===== src/rtl/multdiv_pkg.sv =====
// Shared constants and the state encoding for the mul/div sequencer.
package multdiv_pkg;

  localparam logic [4:0] OP_RTYPE    = 5'b00000;
  localparam logic [4:0] ALU_MUL     = 5'b00110;
  localparam logic [4:0] ALU_DIV     = 5'b00111;
  localparam logic [4:0] RSTATUS_IDX = 5'd30;
  localparam int         MUL_EXC     = 4;
  localparam int         DIV_EXC     = 5;

  typedef enum logic [1:0] {
    IDLE  = 2'd0,
    START = 2'd1,
    WAIT  = 2'd2,
    WRITE = 2'd3
  } md_state_t;

endpackage


===== src/rtl/md_wait_counter.sv =====
// Saturating WAIT-cycle counter with synchronous clear and a compare-to-limit flag.
module md_wait_counter #(
  parameter int WIDTH = 6,
  parameter int LIMIT = 39
) (
  input  logic clock,
  input  logic reset,
  input  logic clear,
  input  logic enable,
  output logic at_limit
);

  logic [WIDTH-1:0] count_reg;

  always_ff @(posedge clock or posedge reset) begin
    if (reset) begin
      count_reg <= '0;
    end else if (clear) begin
      count_reg <= '0;
    end else if (enable && (count_reg != '1)) begin
      count_reg <= count_reg + 1'b1;
    end
  end

  assign at_limit = (count_reg == WIDTH'(LIMIT));

endmodule


===== src/rtl/multdiv_sequencer.sv =====
// Stalls the core while the shared iterative multiplier/divider runs mul/div, then writes back.
// Optional watchdog abort of a hung WAIT is enabled by defining MULTDIV_WATCHDOG_EN.
module multdiv_sequencer
  import multdiv_pkg::*;
#(
  parameter int LATENCY_MAX  = 40,
  parameter int RSTATUS_REG  = RSTATUS_IDX,
  parameter int MUL_EXC_CODE = MUL_EXC,
  parameter int DIV_EXC_CODE = DIV_EXC
) (
  input  logic        clock,
  input  logic        reset,
  input  logic        issue_valid,
  input  logic [4:0]  opcode,
  input  logic [4:0]  alu_op,
  input  logic [4:0]  rd,
  input  logic [31:0] md_result,
  input  logic        md_exception,
  input  logic        md_ready,
  output logic        ctrl_mult,
  output logic        ctrl_div,
  output logic        stall,
  output logic        wb_en,
  output logic [4:0]  wb_reg,
  output logic [31:0] wb_data,
  output logic        busy,
  output logic        timeout
);

  localparam int CNT_W = $clog2(LATENCY_MAX + 1);

  md_state_t   state_reg, state_next;
  logic        detect;
  logic        at_limit;
  logic        watchdog_fire;
  logic [4:0]  rd_reg;
  logic        is_div_reg;
  logic [31:0] result_reg;
  logic        exc_reg;
  logic        timeout_reg;

  assign detect = issue_valid && (opcode == OP_RTYPE) &&
                  ((alu_op == ALU_MUL) || (alu_op == ALU_DIV));

  md_wait_counter #(
    .WIDTH (CNT_W),
    .LIMIT (LATENCY_MAX - 1)
  ) u_wait_counter (
    .clock    (clock),
    .reset    (reset),
    .clear    (state_reg == START),
    .enable   (state_reg == WAIT),
    .at_limit (at_limit)
  );

`ifdef MULTDIV_WATCHDOG_EN
  // A ready arriving on the limit cycle still wins over the abort.
  assign watchdog_fire = (state_reg == WAIT) && at_limit && !md_ready;
`else
  logic unused_at_limit;
  assign unused_at_limit = at_limit;
  assign watchdog_fire   = 1'b0;
`endif

  always_ff @(posedge clock or posedge reset) begin
    if (reset) begin
      state_reg <= IDLE;
    end else begin
      state_reg <= state_next;
    end
  end

  always_comb begin
    state_next = state_reg;
    case (state_reg)
      IDLE:    if (detect) state_next = START;
      START:   state_next = WAIT;
      WAIT:    if (md_ready || watchdog_fire) state_next = WRITE;
      WRITE:   state_next = IDLE;
      default: state_next = IDLE;
    endcase
  end

  always_ff @(posedge clock or posedge reset) begin
    if (reset) begin
      rd_reg      <= '0;
      is_div_reg  <= 1'b0;
      result_reg  <= '0;
      exc_reg     <= 1'b0;
      timeout_reg <= 1'b0;
    end else begin
      if ((state_reg == IDLE) && detect) begin
        rd_reg     <= rd;
        is_div_reg <= (alu_op == ALU_DIV);
      end
      if ((state_reg == WAIT) && md_ready) begin
        result_reg  <= md_result;
        exc_reg     <= md_exception;
        timeout_reg <= 1'b0;
      end else if (watchdog_fire) begin
        exc_reg     <= 1'b1;
        timeout_reg <= 1'b1;
      end
    end
  end

  always_comb begin
    ctrl_mult = 1'b0;
    ctrl_div  = 1'b0;
    stall     = 1'b0;
    wb_en     = 1'b0;
    wb_reg    = '0;
    wb_data   = '0;
    timeout   = 1'b0;
    case (state_reg)
      IDLE:  stall = detect;
      START: begin
        stall     = 1'b1;
        ctrl_mult = !is_div_reg;
        ctrl_div  = is_div_reg;
      end
      WAIT:  stall = 1'b1;
      WRITE: begin
        if (exc_reg) begin
          wb_reg  = 5'(RSTATUS_REG);
          wb_data = is_div_reg ? 32'(DIV_EXC_CODE) : 32'(MUL_EXC_CODE);
        end else begin
          wb_reg  = rd_reg;
          wb_data = result_reg;
        end
        wb_en   = (wb_reg != '0);
        timeout = timeout_reg;
      end
      default: ;
    endcase
  end

  assign busy = (state_reg != IDLE);

endmodule


===== config.mk =====
export PLATFORM = sky130hd
export DESIGN_NAME = multdiv_sequencer
export DESIGN_NICKNAME = d
export VERILOG_FILES = /design/src/rtl/multdiv_pkg.sv /design/src/rtl/md_wait_counter.sv /design/src/rtl/multdiv_sequencer.sv
export SDC_FILE = /design/constraint.sdc
export NUM_CORES = 1
export LEC_CHECK = 0
export CAP_MARGIN = 40
export CORE_ASPECT_RATIO = 1.4
export CORE_MARGIN = 4
export CORE_UTILIZATION = 41
export DETAILED_ROUTE_END_ITERATION = 16
export GPL_ROUTABILITY_DRIVEN = 0
export PLACE_DENSITY_LB_ADDON = 0.15
export SETUP_SLACK_MARGIN = 0.2
export SLEW_MARGIN = 5
export SYNTH_ARGS = -nofsm -noshare
export SYNTH_HDL_FRONTEND = slang
export SYNTH_SLANG_ARGS = --single-unit

===== constraint.sdc =====
create_clock -name clock -period 2 [get_ports clock]
set_input_delay 0.4 -clock clock [delete_from_list [all_inputs] [get_ports clock]]
set_output_delay 0.4 -clock clock [all_outputs]
set_load 0.02 [all_outputs]

# [Word level (Yosys, flattened, before mapping)]
# Index checks and enable logic that the tools add are counted.
[word_totals] ff_bits=41 in_bits=52 out_inout_bits=43 word_cells=37
[classes] eq_ne=7 mux=13 n_reduce_logical=12
[ops] op="two-way mux 32 bit" count=2
[ops] op="two-way mux 5 bit" count=3
[ops] op="== test 5 x 3 -> 1 bit (second input constant)" count=2
[ops] op="one-hot mux 2 bit (4 select lines)" count=1
[ops] op="logical NOT 5 bit" count=1
[ops] op="nonzero test 5 bit" count=1
[ops] op="== test 2 bit (second input constant)" count=2
[ops] op="logical AND 1 bit" count=4
[ops] op="two-way mux 1 bit" count=4
[ops] op="two-way mux 2 bit" count=2
[ops] op="inequality test 2 bit (second input constant)" count=2
[ops] op="== test 2 x 1 -> 1 bit (second input constant)" count=1
[ops] op="logical NOT 2 bit" count=1
[ops] op="one-hot mux 1 bit (2 select lines)" count=1
[ops] op="AND reduction 2 bit" count=1
[ops] op="nonzero test 2 bit" count=1
[ops] op="OR reduction 2 bit" count=1
[ops] op="logical NOT 1 bit" count=1
[ops] op="logical OR 1 bit" count=1

# [Depth between registers and ports, before layout]
# Gate-level depths: netlist of run 1.
[logic_depth] word_depth=5 depth_mapped=5 ltp_nobuf=5

# [Worst setup path before layout of run 1]
# OpenSTA, ideal clock, no wires.
[synth_path] path_type="input port to output port" from="input port opcode[1]" to="output port stall" arrival_time_ps=1368 required_ps=1600 setup_slack_ps=232 stages=3 path_buffers=0 cell_sequence="nor4_4 -> nand4_4 -> a21oi_1"
[synth_between] elab_chain_len=4
[synth_rtl] item="from (decl)" line_no="multdiv_sequencer.sv:14" text="input logic [4:0] opcode,"
[synth_rtl] item="logical NOT 5 bit" line_no="multdiv_sequencer.sv:42" text="assign detect = issue_valid && (opcode == OP_RTYPE) &&"
[synth_rtl] item="logical AND 1 bit (2 in a row)" line_no="multdiv_sequencer.sv:42"
[synth_rtl] item="one-hot mux 1 bit (2 select lines)" line_no="multdiv_sequencer.sv:115" text="case (state_reg)"
[synth_rtl] item="to (decl)" line_no="multdiv_sequencer.sv:22" text="output logic stall,"
# Every way passes these cells.

# [Worst setup path after layout of run 1]
[layout_path] from="register exc_reg" to="output port wb_en"
[layout_between] elab_chain_len=4
[layout_rtl] item="from (decl)" line_no="multdiv_sequencer.sv:39" text="logic exc_reg;"
[layout_rtl] item="from (signal assigned)" line_no="multdiv_sequencer.sv:98" text="exc_reg <= md_exception;"
[layout_rtl] item="two-way mux 5 bit" line_no="multdiv_sequencer.sv:124" text="if (exc_reg) begin"
[layout_rtl] item="two-way mux 5 bit" line_no="multdiv_sequencer.sv:115"
[layout_rtl] item="nonzero test 5 bit" line_no="multdiv_sequencer.sv:131" text="wb_en = (wb_reg != '0);"
[layout_rtl] item="two-way mux 1 bit" line_no="multdiv_sequencer.sv:115"
[layout_rtl] item="to (decl)" line_no="multdiv_sequencer.sv:23" text="output logic wb_en,"
# Every way passes these cells. The select of a mux whose other input is x is not followed.

==> results by group, run 1 <==
Die
  • Die area: just over 6000 µm²
  • Die height: roughly 90 µm
  • Starting Density: 0.425
  • Core Area: 4840 µm²
  • IO Pins: 95
  • Site Rows: 30
  • Die width: about 68 µm

Route
  • WL final: roughly 5.8 mm
  • WL met3: between 200 and 300 µm
  • Met2 wirelength from detailed routing: 3.33 mm
  • Vias per cell: a little under 5
  • Highest routed layer: met4
  • DR vias: about 1.7k
  • Antenna viol nets, final: 0
  • DRT met1 WL: around 2.1 mm
  • Drt pass-1 iters: 4
  • DRC Markers: 0
  • Routed len/inst: between 15 and 20 µm
  • Iteration-0 DRC count of the detailed router: 31

Critical path
  • CP Cell Sequence: or4_4 -> o31a_1 -> buf_6
  • R2r worst-path depth: 7
  • CP required: between 1.5 and 2 ns
  • Critical path data arrival time: around 1.6 ns
  • Cell depth of the worst setup path: 3
  • Worst r2r dst: exc_reg$_DFFE_PP0P_
  • CP peak stage delay: about 0.51 ns
  • Max FO, Critical Path: 4
  • Worst path bufs/invs: 1
  • FF-to-FF Start: state_reg[1]$_DFFE_PP0P_
  • Critical path capture point type: output port
  • CP max-delay cell: or4_4
  • Critical Path Start Type: register
  • CP top delay family: simple AND/OR/NAND/NOR gates
  • Flop-to-flop setup slack: between 0.2 and 0.3 ns
  • Critical path class: reg -> out

Timing
  • Fin. Hold Viols: 0
  • Crit share post-route: 1.01
  • Worst setup margin: -0.0267 ns
  • Final Slew Violations: 0
  • Max Fclk: 0.493 GHz
  • RSZ-0062 raised after global routing: yes
  • Setup Skew: just under 0.01 ns
  • Final setup violation count: 3
  • Min cycle time layout: around 2.0 ns

Yosys
  • Ranking of synthesized cells by area: dfrtp_1 50%, mux2_2 21%, and2_1 9.7%
  • Sequential fraction of the synthesis area: 0.498
  • #FFs+latches synth: just over 40
  • EDFF count, synth: 0
  • Synth top area share: 0.498
  • Async SR Flop Fraction: 1.00
  • Yosys cell types: 31
  • Syn_area_per_cell: roughly 12 µm²
  • Top FF cell, synth: dfrtp_1
  • Syn Nets: 222
  • Cell accounting for the most synthesized area: dfrtp_1
  • Cells after synthesis: approximately 170
  • Number of synthesis warnings: 0
  • Cell area after synthesis: approximately 2000 µm²

CTS
  • CTS Buf Count: 5
  • Root Driver: clkbuf_8
  • CTS Buffer Depth: 2
  • TritonCTS Sinks: 41
  • Clock transition at path regs: 0.08 ns
  • H-tree levels: 2
  • TritonCTS clock tree: yes
  • Worst skew pair latency: between 0.2 and 0.3 ns

Finish
  • Layout cells sized above 1: 0.597
  • Final net count: between 300 and 400
  • Antenna cell count: 0
  • Fillers: between 300 and 400
  • Number of flip-flops in the largest register: 32
  • Synthesis-to-layout area growth: 78.5%
  • Final core utilization: 0.759

Power and ir drop
  • Tot Pwr: just under 5000 µW
  • Leakage: roughly 0.0017 µW
  • PwrDens: roughly 1300 nW/µm²
  • Worst vdd ir: ~0.9 mV

Global routing
  • Largest net degree at the start of global routing: 42
  • First-pass GRT wire length: about 8.5 mm
  • Vias in the first global route: 1,737
  • Antenna violations before repair: 0
  • GRT Util Overall: 0.178
  • Total grt overflow: 0

Job
  • Max Cap Viol: 0

Hold path
  • Hold/Removal Path Class: in -> async

Placed design
  • Count of input and output buffers: between 90 and 100
  • Dpl ws: -0.517 ns
  • Final HPWL DP: 3.64 mm

Status
  • Violated checks: setup timing
  • Status: finished, violations left
what timing repair did:
item | 4_1_cts | 5_1_grt
pin swaps | 6 | 27
endpoints found under the setup margin | 42 | 70
buffers inserted | 1 | 8
gates cloned | 2 | 4
resized for setup | 216 | 112
hold buffers | 0 | 0
cells in the final DEF (no fill, tap or decap), types with 2 or more instances in the layout:
cell type,synthesis,routed
nand2b_1,3,3
nor2b_4,0,3
clkbuf_8,0,5
dfrtp_1,41,40
o21a_1,5,5
nand2_1,3,2
mux2_2,39,39
dlygate4sd2_1,0,8
ha_2,0,2
and2_4,0,32
buf_12,0,2
buf_6,0,57
buf_4,1,15
ha_4,0,2
inv_1,5,3
clkdlybuf4s50_1,0,43
cell type report:
| class | instances | area [µm²] | area share |
|---|---|---|---|
| sequential | 41 | 1030 | 0.280 |
| tap | 64 | 80.1 | 0.0218 |
| clock inverter | 2 | 35.0 | 0.00953 |
| timing repair buffer | 127 | 1330 | 0.361 |
| inverter | 5 | 21.3 | 0.00579 |
| clock buffer | 5 | 68.8 | 0.0187 |
| multi-input combinational | 110 | 1120 | 0.304 |
kinds of logic after synthesis:
logic type | Yosys count | share of synthesized area
buf+inv | 14 | 0.0304
other cells | 1 | 0.00182
fa+ha+maj | 5 | 0.0304
mux | 40 | 0.218
flops | 41 | 0.498
compound gates | 12 | 0.0462
simple gates | 52 | 0.174
through the flow:
step / instance area [µm²] / hold WS [ns] / setup TNS, ns / instances
final: 3670 / 0.462 / -0.0299 / 354
after global routing: 3670 / 0.485 / -0.948 / 354
after CTS: 3340 / 0.471 / -0.196 / 342
after detailed placement: 3190 / 0.485 / -1.70 / 332
after global placement: 3190 / 0.478 / -1.85 / 332
after floorplan: 2060 / 0.471 / 0 / 165
power by group:
part	switching (µW)	total (µW)	internal, µW
clock network	276	639	363
registers	201	1400	1200
logic	1170	2870	1700
synthesized netlist by cell type, drive strengths merged, types with 3 or more instances:
| library cell | n |
|---|---|
| and2 | 32 |
| buf | 6 |
| clkbuf | 3 |
| dfrtp | 41 |
| ha | 5 |
| inv | 5 |
| mux2 | 39 |
| nand2 | 3 |
| nand2b | 3 |
| nor2b | 4 |
| o21a | 5 |
worst register-to-register path: cells and delay by family (launching register included):
family | cells | cell delay (ns)
adder cells (fa/ha/maj) | 1 | 0.21
buffers and inverters | 4 | 0.54
flip-flops | 1 | 0.40
multiplexers | 1 | 0.35
AND/OR/NAND/NOR | 1 | 0.12
metal layers:
metal  track usage  vias to the layer above
li1              -                      805
met1         0.200                      860
met2         0.314                       58
met3        0.0355                       11
met4        0.0763                        0
met5             0                        -
worst max-delay path by stage:
stage,start,end,slack (ns)
2_1_floorplan,opcode[1],stall,0.23
3_3_place_gp,opcode[1],stall,-0.52
3_5_place_dp,opcode[1],stall,-0.52
4_1_cts,exc_reg$_DFFE_PP0P_,wb_en,-0.02
5_1_grt,exc_reg$_DFFE_PP0P_,wb_en,-0.09
6_report,exc_reg$_DFFE_PP0P_,wb_en,-0.03
(Power assumes the default switching activity.)
==> run 2: changes to the inputs <==
CELL_PAD_IN_SITES_DETAIL_PLACEMENT = 1   (was default)
CELL_PAD_IN_SITES_GLOBAL_PLACEMENT = 1   (was default)
CORE_UTILIZATION = 31   (was 41)
==> run 2 against run 1 <==
Effect of this change:
- the run now ends clean
- final area up 2.4%
- sequential power about the same
- critical path depth unchanged
- combinational power up 6%
- non-clock buffer count unchanged
- via count up 0.58%
- clock-buffer cell count up 2
- final cell count up 2.5%
- core utilization down 17 points
- hold slack worse by 0.0062 ns
- setup slack better by 0.051 ns
- largest cell class unchanged
- power up 3.9%
==> results by group, run 2 (same netlist as run 1, synthesis figures left out) <==
CTS
  • CTS Buffer Depth: 2 (unchanged)
  • TritonCTS clock tree: yes
  • CTS Buf Count: 5 (unchanged)
  • H-tree levels: 2 (unchanged)
  • Hold_buf cts: 0 (unchanged)
  • Clock transition at path regs: 0.08 ns (about the same)
  • Worst skew pair latency: 0.29 ns (about the same)
  • TritonCTS Sinks: 41 (unchanged)
  • Root Driver: clkbuf_8

Power and ir drop
  • Leakage: 0.00172 µW (+1.0%)
  • PwrDens: 1360 nW/µm² (+1.5%)
  • Worst vdd ir: 0.647 mV (-28%)

Timing
  • Final hold slack: 0.456 ns (-0.00620 ns)
  • Max Fclk: 0.506 GHz (+2.6%)
  • Setup Skew: 0.00463 ns (-0.00499 ns)
  • Min cycle time layout: 1.98 ns (-0.0514 ns)
  • Fin. Hold Viols: 0 (unchanged)
  • Crit share post-route: 0.988 (-0.0257)
  • RSZ-0062 raised after global routing: yes
  • Final Slew Violations: 0 (unchanged)
  • Final setup violation count: 0 (-3)

Route
  • Routed len/inst: 16.6 µm (+0.80%)
  • DRC Markers: 0 (unchanged)
  • DR vias: 1,744 (+0.58%)
  • Vias per cell: 4.80 (-1.9%)
  • WL final: 6.03 mm (+3.4%)
  • Iteration-0 DRC count of the detailed router: 48 (+55%)
  • Drt pass-1 iters: 4 (unchanged)
  • Antenna viol nets, final: 0 (unchanged)

Finish
  • Final instance area: 3760 µm² (+2.4%)
  • Final net count: 347 (unchanged)
  • Non-Filler Instances: 363 (+2.5%)
  • Commonest non-fill, non-tap cell in the layout: buf_6
  • Antenna cell count: 0 (unchanged)
  • Most frequent cells in the layout: 49 x buf_6, 47 x clkdlybuf4s50_1, 41 x dfrtp_1
  • Layout cells sized above 1: 0.598 (+0.00139)
  • Number of flip-flops in the largest register: 32 (unchanged)
  • Synthesis-to-layout area growth: 82.9%

Die
  • Core Area: 6340 µm² (+31%)
  • Starting Density: 0.325 (-0.100)
  • IO Pins: 95 (unchanged)
  • Die area: 8030 µm² (+29%)
  • Die width: 76.9 µm (+13%)
  • Die height: 104 µm (+14%)
  • Site Rows: 34 (+13%)

Job
  • Max Cap Viol: 0 (unchanged)

Hold path
  • Hold/Removal Path Class: in -> async

Global routing
  • Largest net degree at the start of global routing: 34 (-19%)
  • GRT Util Overall: 0.150 (-0.0281)
  • First-pass GRT wire length: 9.43 mm (+12%)
  • Total grt overflow: 0 (unchanged)
  • Antenna violations before repair: 0 (unchanged)
  • Vias in the first global route: 1,867 (+7.5%)

Critical path
  • CP required: 1.60 ns (about the same)
  • Flop-to-flop setup slack: 0.22 ns (-0.05 ns)
  • Worst r2r dst: state_reg[0]$_DFFE_PP0P_
  • Critical path class: reg -> out
  • Max FO, Critical Path: 2 (-2)
  • Critical path capture point type: output port
  • Critical Path Start Type: register
  • FF-to-FF Start: state_reg[1]$_DFFE_PP0P_
  • R2r worst-path depth: 10 (+3)
  • Crit path launch: exc_reg$_DFFE_PP0P_
  • Critical path data arrival time: 1.58 ns (-0.05 ns)

Placed design
  • DP Area: 3210 µm² (+0.63%)
  • Dpl cells: 341 (+2.7%)
  • Final HPWL DP: 4.04 mm (+11%)
  • Count of input and output buffers: 93 (unchanged)

Status
  • Status: complete, no violations
-- run 2: cell count changes in the layout (fill, tap and decap cells not counted), sizes merged --
cell | before | now
dlygate4sd2 | 8 | 3
clkdlybuf4s50 | 43 | 47
clkbuf | 6 | 8
dlymetal6s2s | 0 | 1
inv | 5 | 4
-- run 2: how the worst max path moves through the flow --
| stage | to | cells after the start |
|---|---|---|
| after floorplan | stall | 3 |
| after global placement | stall | 5 |
| after detailed placement | stall | 5 |
| after CTS | wb_en | 3 |
| after global routing | wb_data[19] | 6 |
| final | wb_en | 3 |
-- run 2: area by class of cell --
class | count | area (µm²)
Fill cell | 631 | 2570
Timing Repair Buffer | 127 | 1380
Multi-Input combinational cell | 110 | 1130
Sequential cell | 41 | 1030
Tap cell | 72 | 90.1
Clock buffer | 7 | 86.3
Clock inverter | 1 | 30.0
Inverter | 5 | 21.3
-- run 2: metrics by stage --
step | power [µW] | utilization | setup TNS (ns) | setup slack [ns]
2_1_floorplan | 2620 | - | 0 | 0.232
3_3_place_gp | 3560 | 0.507 | -3.63 | -0.523
3_5_place_dp | 3610 | 0.507 | -3.47 | -0.516
4_1_cts | 4880 | 0.571 | 0 | 0.0101
5_1_grt | 5410 | 0.594 | -0.550 | -0.0439
6_report | 5100 | 0.594 | 0 | 0.0247
-- run 2: per-layer routing --
layer  GRT usage  wire, µm
met5           0         0
met4      0.0596       160
met3      0.0390       368
met2       0.278      3330
met1       0.158      2180
-- run 2: timing repair --
item                                    in CTS  in global routing
endpoints found under the setup margin      42                 75
pin swaps                                   33                  7
gates resized for setup                    292                 25
cloned                                       3                  1
setup buffers                                6                  4
-- run 2: critical path: stages (launching register included) --
cell and delay [ns]:
dfrtp_1 0.38, or4_1 0.51, o31a_1 0.26, buf_6 0.14
-- run 2: where the power goes --
part / switching, µW / internal [µW] / leakage (µW)
combinational: 1220 / 1810 / 0.00117
sequential: 181 / 1200 / 0.000496
clock: 282 / 407 / 0.0000585
